$ cat src/rtl/serial_consts_pkg.sv
// Shared constants for the 8N1 serial receiver and transmitter: state codes and baud divisors.
// Latency: none (constants only).
// Backpressure: none.
package serial_consts_pkg;

    localparam int DIV_115200 = 434;   // 50 MHz / 115200
    localparam int DIV_9600   = 5208;  // 50 MHz / 9600
    localparam int M_PADRAO   = DIV_115200;
    localparam int N_PADRAO   = 13;

    typedef enum logic [3:0] {
        REPOUSO     = 4'd0,
        INICIO      = 4'd1,
        DADOS       = 4'd2,
        PARADA      = 4'd3,
        ARMAZENA    = 4'd4,
        ESPERA_ALTO = 4'd5
    } estado_t;

endpackage

$ cat src/rtl/rx_tick_gen.sv
// Bit timer: counts 0..M-1 and wraps; zera restarts the count from 0 on the next edge.
// Latency: meio_bit/fim_bit are decoded from the registered count (M/2 and M cycles after zera).
// Backpressure: none; free-running.
module rx_tick_gen #(
    parameter int M = 434,
    parameter int N = 13
) (
    input  logic clock,
    input  logic reset,
    input  logic zera,
    output logic meio_bit,
    output logic fim_bit
);

    localparam logic [N-1:0] MEIO = N'(M / 2 - 1);
    localparam logic [N-1:0] FIM  = N'(M - 1);

    logic [N-1:0] cont;

    always_ff @(posedge clock) begin
        if (reset || zera) begin
            cont <= '0;
        end else if (cont == FIM) begin
            cont <= '0;
        end else begin
            cont <= cont + 1'b1;
        end
    end

    assign meio_bit = (cont == MEIO);
    assign fim_bit  = (cont == FIM);

endmodule

$ cat src/rtl/rx_serial_8n1.sv
// 8N1 UART receiver with mid-bit sampling, glitch reject, framing-error and overrun reporting.
// Latency: pronto pulses M/2+9*M+1 cycles after the synchronized start edge (plus 2 sync cycles).
// Backpressure: none; an unconsumed byte is overwritten and flagged in sobreposicao.
module rx_serial_8n1
    import serial_consts_pkg::*;
#(
    parameter int M = M_PADRAO,
    parameter int N = N_PADRAO
) (
    input  logic       clock,
    input  logic       reset,
    input  logic       entrada_serial,
    input  logic       apaga,
    output logic [7:0] dados_ascii,
    output logic       pronto,
    output logic       tem_dado,
    output logic       erro_quadro,
    output logic       sobreposicao,
    output logic [3:0] db_estado,
    output logic       db_tick
);

    estado_t    estado;
    logic       sinc1;
    logic       s_rx;
    logic [7:0] desloc;
    logic [2:0] n_bit;
    logic       zera;
    logic       meio_bit;
    logic       fim_bit;

    always_ff @(posedge clock) begin
        if (reset) begin
            sinc1 <= 1'b1;
            s_rx  <= 1'b1;
        end else begin
            sinc1 <= entrada_serial;
            s_rx  <= sinc1;
        end
    end

    // Timer restarts at the start edge and again at mid start bit, so every
    // later wrap (fim_bit) falls in the middle of a bit.
    assign zera = ((estado == REPOUSO) && !s_rx) || ((estado == INICIO) && meio_bit);

    rx_tick_gen #(.M(M), .N(N)) u_tick (
        .clock    (clock),
        .reset    (reset),
        .zera     (zera),
        .meio_bit (meio_bit),
        .fim_bit  (fim_bit)
    );

    assign db_estado = estado;
    assign db_tick   = ((estado == INICIO) && meio_bit) ||
                       (((estado == DADOS) || (estado == PARADA)) && fim_bit);

    always_ff @(posedge clock) begin
        if (reset) begin
            estado       <= REPOUSO;
            desloc       <= 8'h00;
            n_bit        <= 3'd0;
            dados_ascii  <= 8'h00;
            pronto       <= 1'b0;
            tem_dado     <= 1'b0;
            erro_quadro  <= 1'b0;
            sobreposicao <= 1'b0;
        end else begin
            pronto      <= 1'b0;
            erro_quadro <= 1'b0;
            if (apaga && tem_dado) begin
                tem_dado <= 1'b0;
            end
            case (estado)
                REPOUSO: begin
                    if (!s_rx) estado <= INICIO;
                end
                INICIO: begin
                    if (meio_bit) begin
                        if (s_rx) begin
                            estado <= REPOUSO;
                        end else begin
                            estado <= DADOS;
                            n_bit  <= 3'd0;
                        end
                    end
                end
                DADOS: begin
                    if (fim_bit) begin
                        desloc <= {s_rx, desloc[7:1]};
                        n_bit  <= n_bit + 3'd1;
                        if (n_bit == 3'd7) estado <= PARADA;
                    end
                end
                PARADA: begin
                    if (fim_bit) begin
                        if (s_rx) begin
                            // Load here so pronto is visible during ARMAZENA; the new byte beats apaga.
                            estado      <= ARMAZENA;
                            dados_ascii <= desloc;
                            pronto      <= 1'b1;
                            tem_dado    <= 1'b1;
                            if (tem_dado && !apaga) sobreposicao <= 1'b1;
                        end else begin
                            estado      <= ESPERA_ALTO;
                            erro_quadro <= 1'b1;
                        end
                    end
                end
                ARMAZENA:    estado <= REPOUSO;
                ESPERA_ALTO: if (s_rx) estado <= REPOUSO;
                default:     estado <= REPOUSO;
            endcase
        end
    end

endmodule

$ cat config.mk
export PLATFORM = sky130hd
export DESIGN_NAME = rx_serial_8n1
export DESIGN_NICKNAME = d
export VERILOG_FILES = /design/src/rtl/serial_consts_pkg.sv /design/src/rtl/rx_tick_gen.sv /design/src/rtl/rx_serial_8n1.sv
export SDC_FILE = /design/constraint.sdc
export NUM_CORES = 1
export LEC_CHECK = 0
export BUFFER_PORTS_ARGS = -buffer_cell sky130_fd_sc_hd__buf_2
export CAP_MARGIN = 20
export CORE_MARGIN = 3
export CORE_UTILIZATION = 50
export CTS_CLUSTER_SIZE = 12
export DETAILED_ROUTE_END_ITERATION = 10
export PLACE_DENSITY = 0.82
export SLEW_MARGIN = 20
export SYNTH_ARGS = -nofsm -noshare
export SYNTH_HDL_FRONTEND = slang
export SYNTH_SLANG_ARGS = --single-unit
$ cat constraint.sdc
create_clock -name clock -period 2.7 [get_ports clock]
set_input_delay 0.27 -clock clock [delete_from_list [all_inputs] [get_ports clock]]
set_output_delay 0.27 -clock clock [all_outputs]
set_load 0.1 [all_outputs]
==> results of run 1 <==
-- per-layer routing --
metal	GRT usage, %	routed length, µm
met3	5.56	153
met2	26.9	1650
met5	0	0
met1	23.7	1760
met4	10.4	83
-- metrics by stage --
stage | util (%) | worst slack [ps]
after global placement | 55.9 | 614
after CTS | 59.4 | 255
final | 59.4 | 256
after floorplan | - | 268
after global routing | 59.4 | 116
after detailed placement | 55.9 | 573
-- synthesized netlist by cell type (2+ instances only) --
| cell | number |
|---|---|
| or2_2 | 3 |
| buf_2 | 2 |
| nor4_1 | 3 |
| buf_4 | 2 |
| nand2b_1 | 3 |
| nor3_1 | 4 |
| buf_6 | 3 |
| clkbuf_1 | 7 |
| nor4b_1 | 2 |
| nor2_1 | 31 |
| mux2i_1 | 8 |
| nand4_1 | 16 |
| nand3_1 | 4 |
| inv_1 | 4 |
| nand2_1 | 5 |
| xor2_1 | 2 |
| and4_4 | 2 |
| a21oi_1 | 16 |
| o21ai_0 | 9 |
| ha_1 | 5 |
| dfxtp_1 | 41 |
| o311ai_0 | 3 |
| xnor2_1 | 9 |
-- sequential cells by signal, summed over array words and instances (netlist names) --
register / cells
u_tick.cont: 13
dados_ascii: 8
desloc: 8
db_estado: 3
n_bit: 3
erro_quadro: 1
pronto: 1
s_rx: 1
sinc1: 1
sobreposicao: 1
tem_dado: 1
-- area by class of cell --
type,count,area share [%]
clock buffer,6,4.04
clock inverter,2,1.84
inverter,4,0.735
multi-input combinational,140,45.0
sequential,41,40.2
tap,46,2.82
timing repair buffer,21,5.39
-- kinds of logic (layout without fill, tap and decap cells) --
kind of cell	after synthesis	after routing	share of synthesized area, %
AOI/OAI and AO/OA	34	34	11.8
other	1	1	0.205
muxes	9	9	5.20
DFF	41	41	44.9
adders and majority gates	5	5	3.42
buffers and inverters	18	33	5.47
xor gates and xnor gates	11	11	5.27
and+or+nand+nor	80	80	23.8
-- worst max path at each step --
stage          endpoint           start  slack [ps]
6_report        db_tick  u_tick.cont[0]         260
5_1_grt         db_tick  u_tick.cont[0]         120
4_1_cts         db_tick  u_tick.cont[0]         260
3_5_place_dp    db_tick  u_tick.cont[0]         570
3_3_place_gp    db_tick  u_tick.cont[0]         610
2_1_floorplan   db_tick    db_estado[0]         270
-- layout by cell type (no fill, tap or decap), types with 4 or more instances in the layout --
cell type  instances
mux2i_1            8
buf_2             19
a21oi_1           15
clkbuf_8           6
nand4_1           16
dfxtp_1           41
ha_1               5
o21ai_0            9
nor2_1            31
nand2_1            5
nand3_1            4
nor3_1             4
inv_1              4
xnor2_1            9
-- report_power, final --
part | switching, mW | internal (mW) | leakage [nW] | total, mW
Combinational | 0.0362 | 0.0154 | 0.428 | 0.0517
Clock | 0.210 | 0.300 | 0.0574 | 0.510
Sequential | 0.00772 | 0.610 | 0.331 | 0.618
Total | 0.254 | 0.926 | 0.816 | 1.18
==> results.ini, run 1 <==
[setup_path]
worstPathCellList=ha_1 > and4_4 > and4_4 > nand2_1 > a21oi_4 > buf_2
rr_worst_depth=6
slowest_stage=buf_2
worstSetupStartpointType=flop
path_common_cell=and4_4
max_stage_delay_ps=440
r2r-end=u_tick.cont[11]
r2r_slack_ps=690
endpoint_kind=output port
crit_family=simple AND/OR/NAND/NOR gates
r2r-start=u_tick.cont[0]
crit_buf_inv=1
critPathKind=reg -> out
cp_data_required_time_ps=2430
cp.depth=6
arrival_ps=2170
cp_max_fo=14

[power]
power.density_nw_per_um2=577
p_leak_nw=0.816
power_mw=1.18
peakVddDrop_mv=0.287

[synth]
syn_area_um2=1830
async_reset_ff_share_pct=0
yosys_warnings=0
synth-edff-count=0
synthCells=199
synth_flop_cell=dfxtp_1
synth.avg_cell_area_um2=9.19
yosysTopAreaCell=dfxtp_1
synth_top_area_share_pct=44.9
synth_seq_cells=41
ys_seq_area_share_pct=44.9
synth.net_count=208
ys_top_cells_by_area=dfxtp_1 45%, nor2_1 6.4%, nand4_1 5.5%
ys_types=38

[clock_network]
root_buffer=clkbuf_8
ctsResizeCount=0
htree_num_levels=2
cts_tree=done
clk_latency_ps=300
cts_buffer_depth=2
clock-sinks=41
cts_buffers=5
post_cts_buffers=0
cts_hold_buf=0
clk_pin_slew_worst_paths_ps=80

[floorplanning]
pin_count=21
core_area_um2=3440
die_h_um=66.5
fp-row-count=21
dieWidth_um=66.5
dieArea_um2=4420
initial_core_util_pct=53.1

[timing]
drv_slew=0
setup_violations=0
fin_crit_ps=2440
setup_tns_ps=0
clock_skew_ps=6.77
rsz0062_at_grt=false
hold_viol=0
whs_ps=148
finalCritPeriodShare_pct=90.5
fmax_ghz=0.409
slew_headroom_pct=60.8
worst_slew_pin_slew_ps=586

[routing]
num_vias=1456
ant_nets=0
vias_per_cell=5.60
wl_um=3640
first_iter_violations=113
drc=0
drtPass1Iterations=4
avgRoutedWirePerCell_um=14.0

[place]
dp.cells=252
port_buffers=19
gp_congestion=0.909
hpwlAfterDp_um=2400
place_area_um2=1920

[worst_hold_path]
min_to=sinc1
hold_start=entrada_serial
hold_path_depth=2
min_path_type=in -> reg

[grt]
track_usage_pct=18.3
grt_pass1_wl_um=6140
grt_pass1_vias=1350
antenna_found_initial=0
grt_max_degree=30
overflow=0

[cells_and_area]
fin_nets=222
multi_input_comb_area_um2=920
diodes=0
final-instance-count-excl-fill=260
syn2layout_area_growth_pct=11.7
n_fill_cell=314
stdcell_area_um2=2040
seqCellArea_um2=821
drive_gt1_share_pct=19.6

[status]
outcome=complete, no violations

[flow_run]
drv_cap=0

No activity file was read; power rests on OpenSTA's default activity.
==> run 2: changes to the inputs <==
--- a/config.mk
+++ b/config.mk
@@ -5,6 +5,7 @@
 export SDC_FILE = /design/constraint.sdc
 export NUM_CORES = 1
 export LEC_CHECK = 0
+export ABC_AREA = 1
 export BUFFER_PORTS_ARGS = -buffer_cell sky130_fd_sc_hd__buf_2
 export CAP_MARGIN = 20
 export CORE_MARGIN = 3
==> run 2 against run 1 <==
Flip-flop and latch count unchanged. Maximum frequency increased by 18%. First-iteration DRC count decreased by 1.8%. Die area increased by 2.5%. Register-to-register slack improved by 290 ps. Cell count increased by 20%. Global-route usage about the same. Largest cell class unchanged.
==> results.ini, run 2 <==
[timing]
slew_headroom_pct=59.9  ; -0.94 points
setup_tns_ps=0  ; unchanged
setup_violations=0  ; unchanged
worst_slew_pin_slew_ps=602  ; +15.9 ps
finalCritPeriodShare_pct=76.7  ; -14 points
rsz0062_at_grt=false
fin_crit_ps=2070  ; -372 ps
drv_slew=0  ; unchanged
fmax_ghz=0.483  ; +18%
hold_viol=0  ; unchanged
clock_skew_ps=7.66  ; +0.896 ps

[setup_path]
crit_buf_inv=2  ; +1
cp_max_fo=4  ; -10
r2r_slack_ps=980  ; +290 ps
rr_worst_depth=9  ; +3
slowest_stage=buf_2
cp_data_required_time_ps=2430  ; about the same
max_stage_delay_ps=430  ; about the same
r2r-start=u_tick.cont[1]
worstSetupStartpointType=flop
r2r-end=desloc[5]
endpoint_kind=output port
path_common_cell=nand2_1
arrival_ps=1800  ; -370 ps
crit_family=buffers and inverters
worstPathCellList=inv_1 > ha_1 > nand2_1 > nor2_1 > nand4_2 > nand2_1 > buf_2
critPathKind=reg -> out

[cells_and_area]
regMostFlops=u_tick.cont
top_regs=u_tick.cont x13, dados_ascii x8, desloc x8
diodes=0  ; unchanged
final_cell_mix=42 x nand2_1, 41 x dfxtp_1, 39 x nor2_1
largest_reg_flops=13  ; unchanged
fin_nets=274  ; +23%
mostFrequentLayoutCell=nand2_1
syn2layout_area_growth_pct=12.2
drive_gt1_share_pct=18.4  ; -1.2 points

[synth]
synth-edff-count=0  ; unchanged
synthCells=246  ; +24%
ys_seq_area_share_pct=43.6  ; -1.2 points
yosysTopAreaCell=dfxtp_1
ys_top_cells_by_area=dfxtp_1 44%, nand2_1 8.4%, nor2_1 7.8%
synth_top_area_share_pct=43.6  ; -1.2 points
ys_types=33  ; -13%
synth.avg_cell_area_um2=7.64  ; -17%
syn_area_um2=1880  ; +2.8%
yosys_warnings=0  ; unchanged
async_reset_ff_share_pct=0  ; unchanged
synth_commonest_cells=42 x nand2_1, 41 x dfxtp_1, 39 x nor2_1
yosysMostFrequentCell=nand2_1
synth_seq_cells=41  ; unchanged
synth_flop_cell=dfxtp_1
synth.net_count=255  ; +23%

[power]
p_leak_nw=0.866  ; +6.1%
power_mw=1.24  ; +4.9%
peakVddDrop_mv=0.323  ; +12%
power.density_nw_per_um2=586  ; +1.6%

[routing]
drtPass1Iterations=4  ; unchanged
drc=0  ; unchanged
ant_nets=0  ; unchanged
wl_um=3570  ; -1.9%
vias_per_cell=5.19  ; -7.3%
first_iter_violations=111  ; -1.8%
num_vias=1619  ; +11%
avgRoutedWirePerCell_um=11.4  ; -18%

[status]
outcome=complete, no violations

[clock_network]
clk_latency_ps=300  ; about the same
post_cts_buffers=0  ; unchanged
root_buffer=clkbuf_8
cts_buffer_depth=2  ; unchanged
htree_num_levels=2  ; unchanged
clk_pin_slew_worst_paths_ps=80  ; about the same
cts_hold_buf=0  ; unchanged
clock-sinks=41  ; unchanged
cts_buffers=5  ; unchanged
ctsResizeCount=0  ; unchanged
cts_tree=done

[floorplanning]
initial_core_util_pct=54.2  ; +1.1 points
pin_count=21  ; unchanged
dieArea_um2=4530  ; +2.5%
core_area_um2=3470  ; +0.76%
die_h_um=67.3  ; +1.3%
fp-row-count=21  ; unchanged
dieWidth_um=67.3  ; +1.3%

[grt]
overflow=0  ; unchanged
grt_pass1_wl_um=6240  ; +1.6%
grt_pass1_vias=1399  ; +3.6%
antenna_found_initial=0  ; unchanged
grt_max_degree=19  ; -37%
track_usage_pct=18.3  ; -0.034 points

[worst_hold_path]
min_to=sinc1
hold_start=entrada_serial
min_path_type=in -> reg
hold_path_depth=2  ; unchanged

[place]
port_buffers=19  ; unchanged
hpwlAfterDp_um=2640  ; +9.9%
gp_congestion=0.882  ; -2.9%

[flow_run]
drv_cap=0  ; unchanged

==> run 2: metal layers <==
metal  global-route usage [%]  up-vias  wire length [µm]
met1                     24.3      720              1750
met3                     6.49        8               261
met4                     8.35        0                68
li1                         -      847                 -
met5                        0        -                 0
met2                     26.5       44              1500
==> run 2: worst max-delay path by stage <==
stage / slack, ps / to / startpoint / cells past startpoint
floorplan: 180 / db_tick / db_estado[0] / 4
finish: 630 / db_tick / u_tick.cont[1] / 7
global placement: 950 / db_tick / u_tick.cont[1] / 7
global route: 490 / db_tick / u_tick.cont[1] / 7
detailed placement: 930 / db_tick / u_tick.cont[1] / 7
CTS: 610 / db_tick / u_tick.cont[1] / 7
==> run 2: final cells by class <==
cell class | instances | area (µm²)
fill | 324 | 1360
multi-input combinational | 174 | 927
sequential | 41 | 821
timing repair buffer | 20 | 103
inverter | 23 | 86.3
clock buffer | 5 | 68.8
tap | 46 | 57.6
clock inverter | 3 | 46.3
==> run 2: logic make-up (layout without fill, tap and decap cells) <==
logic type / Yosys count / count (layout) / synth area share (%)
simple gates: 127 / 127 / 33.0
other cells: 1 / 1 / 0.199
compound gates: 37 / 37 / 10.9
xor+xnor: 4 / 4 / 1.86
flops: 41 / 41 / 43.6
fa+ha+maj: 5 / 5 / 3.33
buf+inv: 31 / 51 / 7.05
==> run 2: where the power goes <==
part / switching [mW] / internal [mW]
combinational: 0.0885 / 0.0292
clock: 0.216 / 0.276
sequential: 0.0139 / 0.613
total: 0.318 / 0.919
==> run 2: metrics by stage <==
stage               utilization (%)  instance area [µm²]  setup slack (ps)  hold slack (ps)  instances
floorplan                         -                 1880               184              374        246
detailed placement             57.5                 1990               932              398        304
finish                         60.8                 2110               628              147        312
global placement               57.5                 1990               954              392        304
global route                   60.8                 2110               489              145        312
CTS                            60.8                 2110               612              141        312
==> run 3: changes to the inputs <==
==> constraint.sdc (replaced) <==
create_clock -name clock -period 2.1 [get_ports clock]
set_input_delay 0.21 -clock clock [delete_from_list [all_inputs] [get_ports clock]]
set_output_delay 0.21 -clock clock [all_outputs]
set_load 0.1 [all_outputs]
==> run 3 against run 2 <==
Combinational power up 30%. Register-to-register slack worse by 610 ps. Die area unchanged. Design area up 0.65%. Worst setup slack worse by 410 ps. Flip-flop and latch count unchanged. Wire length up 3.4%. Critical path depth unchanged. Sequential power up 29%. First-iteration DRC count down 4.5%. Cell count unchanged. Count of clock-buffer cells in the layout up 1. Critical path type unchanged. Largest cell class unchanged. Largest power group unchanged.
==> results.ini, run 3 (synthesized netlist as in run 2, its figures left out) <==
[clock_network]
cts_tree=done
root_buffer=clkbuf_8
cts_buffers=5  ; unchanged
cts_hold_buf=0  ; unchanged
clk_latency_ps=290  ; about the same
ctsResizeCount=0  ; unchanged
clock-sinks=41  ; unchanged
cts_buffer_depth=2  ; unchanged
post_cts_buffers=0  ; unchanged
htree_num_levels=2  ; unchanged
clk_pin_slew_worst_paths_ps=70  ; about the same

[grt]
grt_max_degree=19  ; unchanged
antenna_found_initial=0  ; unchanged
track_usage_pct=18.6  ; +0.33 points
overflow=0  ; unchanged
grt_pass1_wl_um=6480  ; +3.9%
grt_pass1_vias=1498  ; +7.1%

[routing]
drtPass1Iterations=4  ; unchanged
drc=0  ; unchanged
first_iter_violations=106  ; -4.5%
vias_per_cell=5.18  ; -0.12%
num_vias=1617  ; -0.12%
avgRoutedWirePerCell_um=11.8  ; +3.4%
wl_um=3690  ; +3.4%
ant_nets=0  ; unchanged

[status]
outcome=complete, no violations

[timing]
rsz0062_at_grt=false
hold_viol=0  ; unchanged
setup_violations=0  ; unchanged
worst_slew_pin_slew_ps=624  ; +22.6 ps
clock_skew_ps=10.9  ; +3.25 ps
setup_tns_ps=0  ; unchanged
fin_crit_ps=1890
slew_headroom_pct=58.3  ; -1.6 points
finalCritPeriodShare_pct=89.8
drv_slew=0  ; unchanged
fmax_ghz=0.530

[setup_path]
cp_data_required_time_ps=1890  ; -540 ps
worstSetupStartpointType=flop
endpoint_kind=output port
cp_max_fo=4  ; unchanged
arrival_ps=1680  ; -120 ps
r2r_slack_ps=370  ; -610 ps
critPathKind=reg -> out

[cells_and_area]
diodes=0  ; unchanged
top_regs=u_tick.cont x13, dados_ascii x8, desloc x8
fin_nets=274  ; unchanged
drive_gt1_share_pct=19.2  ; +0.75 points
largest_reg_flops=13  ; unchanged
final_cell_mix=42 x nand2_1, 39 x nor2_1, 39 x dfxtp_1
regMostFlops=u_tick.cont
mostFrequentLayoutCell=nand2_1
stdcell_area_um2=2120  ; +0.65%
syn2layout_area_growth_pct=12.9

[floorplanning]
pin_count=21  ; unchanged
dieArea_um2=4530  ; unchanged
fp-row-count=21  ; unchanged
initial_core_util_pct=54.2  ; unchanged
dieWidth_um=67.3  ; unchanged
core_area_um2=3470  ; unchanged
die_h_um=67.3  ; unchanged

[power]
peakVddDrop_mv=0.472  ; +46%
power.density_nw_per_um2=762  ; +30%
p_leak_nw=0.871  ; +0.52%

[flow_run]
drv_cap=0  ; unchanged

[worst_hold_path]
min_path_type=in -> reg

[place]
place_area_um2=2000  ; +0.13%
port_buffers=19  ; unchanged
gp_congestion=0.872  ; -1.2%
hpwlAfterDp_um=2650  ; +0.48%

run 3: worst paths after layout:
path | from | end | cells past startpoint
worst max-delay path | u_tick.cont[1] | db_tick | 7
worst min-delay path | entrada_serial | sinc1 | 2
worst max register to register | u_tick.cont[1] | desloc[6] | 9
worst min register to register | sinc1 | s_rx | 1
run 3: power breakdown:
group          internal, mW  switching, mW  total, mW
sequential            0.790         0.0183      0.808
combinational        0.0375          0.115      0.153
clock                 0.386          0.270      0.656
total                  1.21          0.403       1.62
run 3: worst max-delay path, stage by stage (launching register included):
cell,delay (ps)
dfxtp_1,320
inv_1,100
ha_1,170
nand2_1,50
nor2_1,170
nand4_2,190
nand2_1,150
buf_6,230
run 3: stage by stage:
stage | setup WS [ps] | util, % | power (mW) | hold WS [ps] | cells
after CTS | 16.4 | 61.0 | 1.63 | 95.5 | 312
final | 214 | 61.2 | 1.62 | 101 | 312
after global placement | 424 | 57.6 | 0.974 | 394 | 304
after global routing | 25.7 | 61.2 | 1.68 | 95.2 | 312
after floorplan | 1.17 | - | 0.953 | 314 | 246
after detailed placement | 363 | 57.6 | 0.978 | 395 | 304
run 3: cell type report:
class | count | area, µm²
clock buffers | 6 | 82.6
clock inverters | 2 | 37.5
multi-input cells | 174 | 927
well taps | 46 | 57.6
repair buffers | 20 | 109
fillers | 324 | 1350
inverters | 23 | 86.3
flip-flops and latches | 41 | 823
run 3: layer usage:
metal	wire length [µm]	part of all wire (%)	up-vias	GRT usage (%)
li1	-	-	843	-
met1	1800	49	729	24.3
met2	1640	44	37	28.8
met3	176	4.8	8	5.16
met4	78	2.1	0	7.85
met5	0	0	-	0
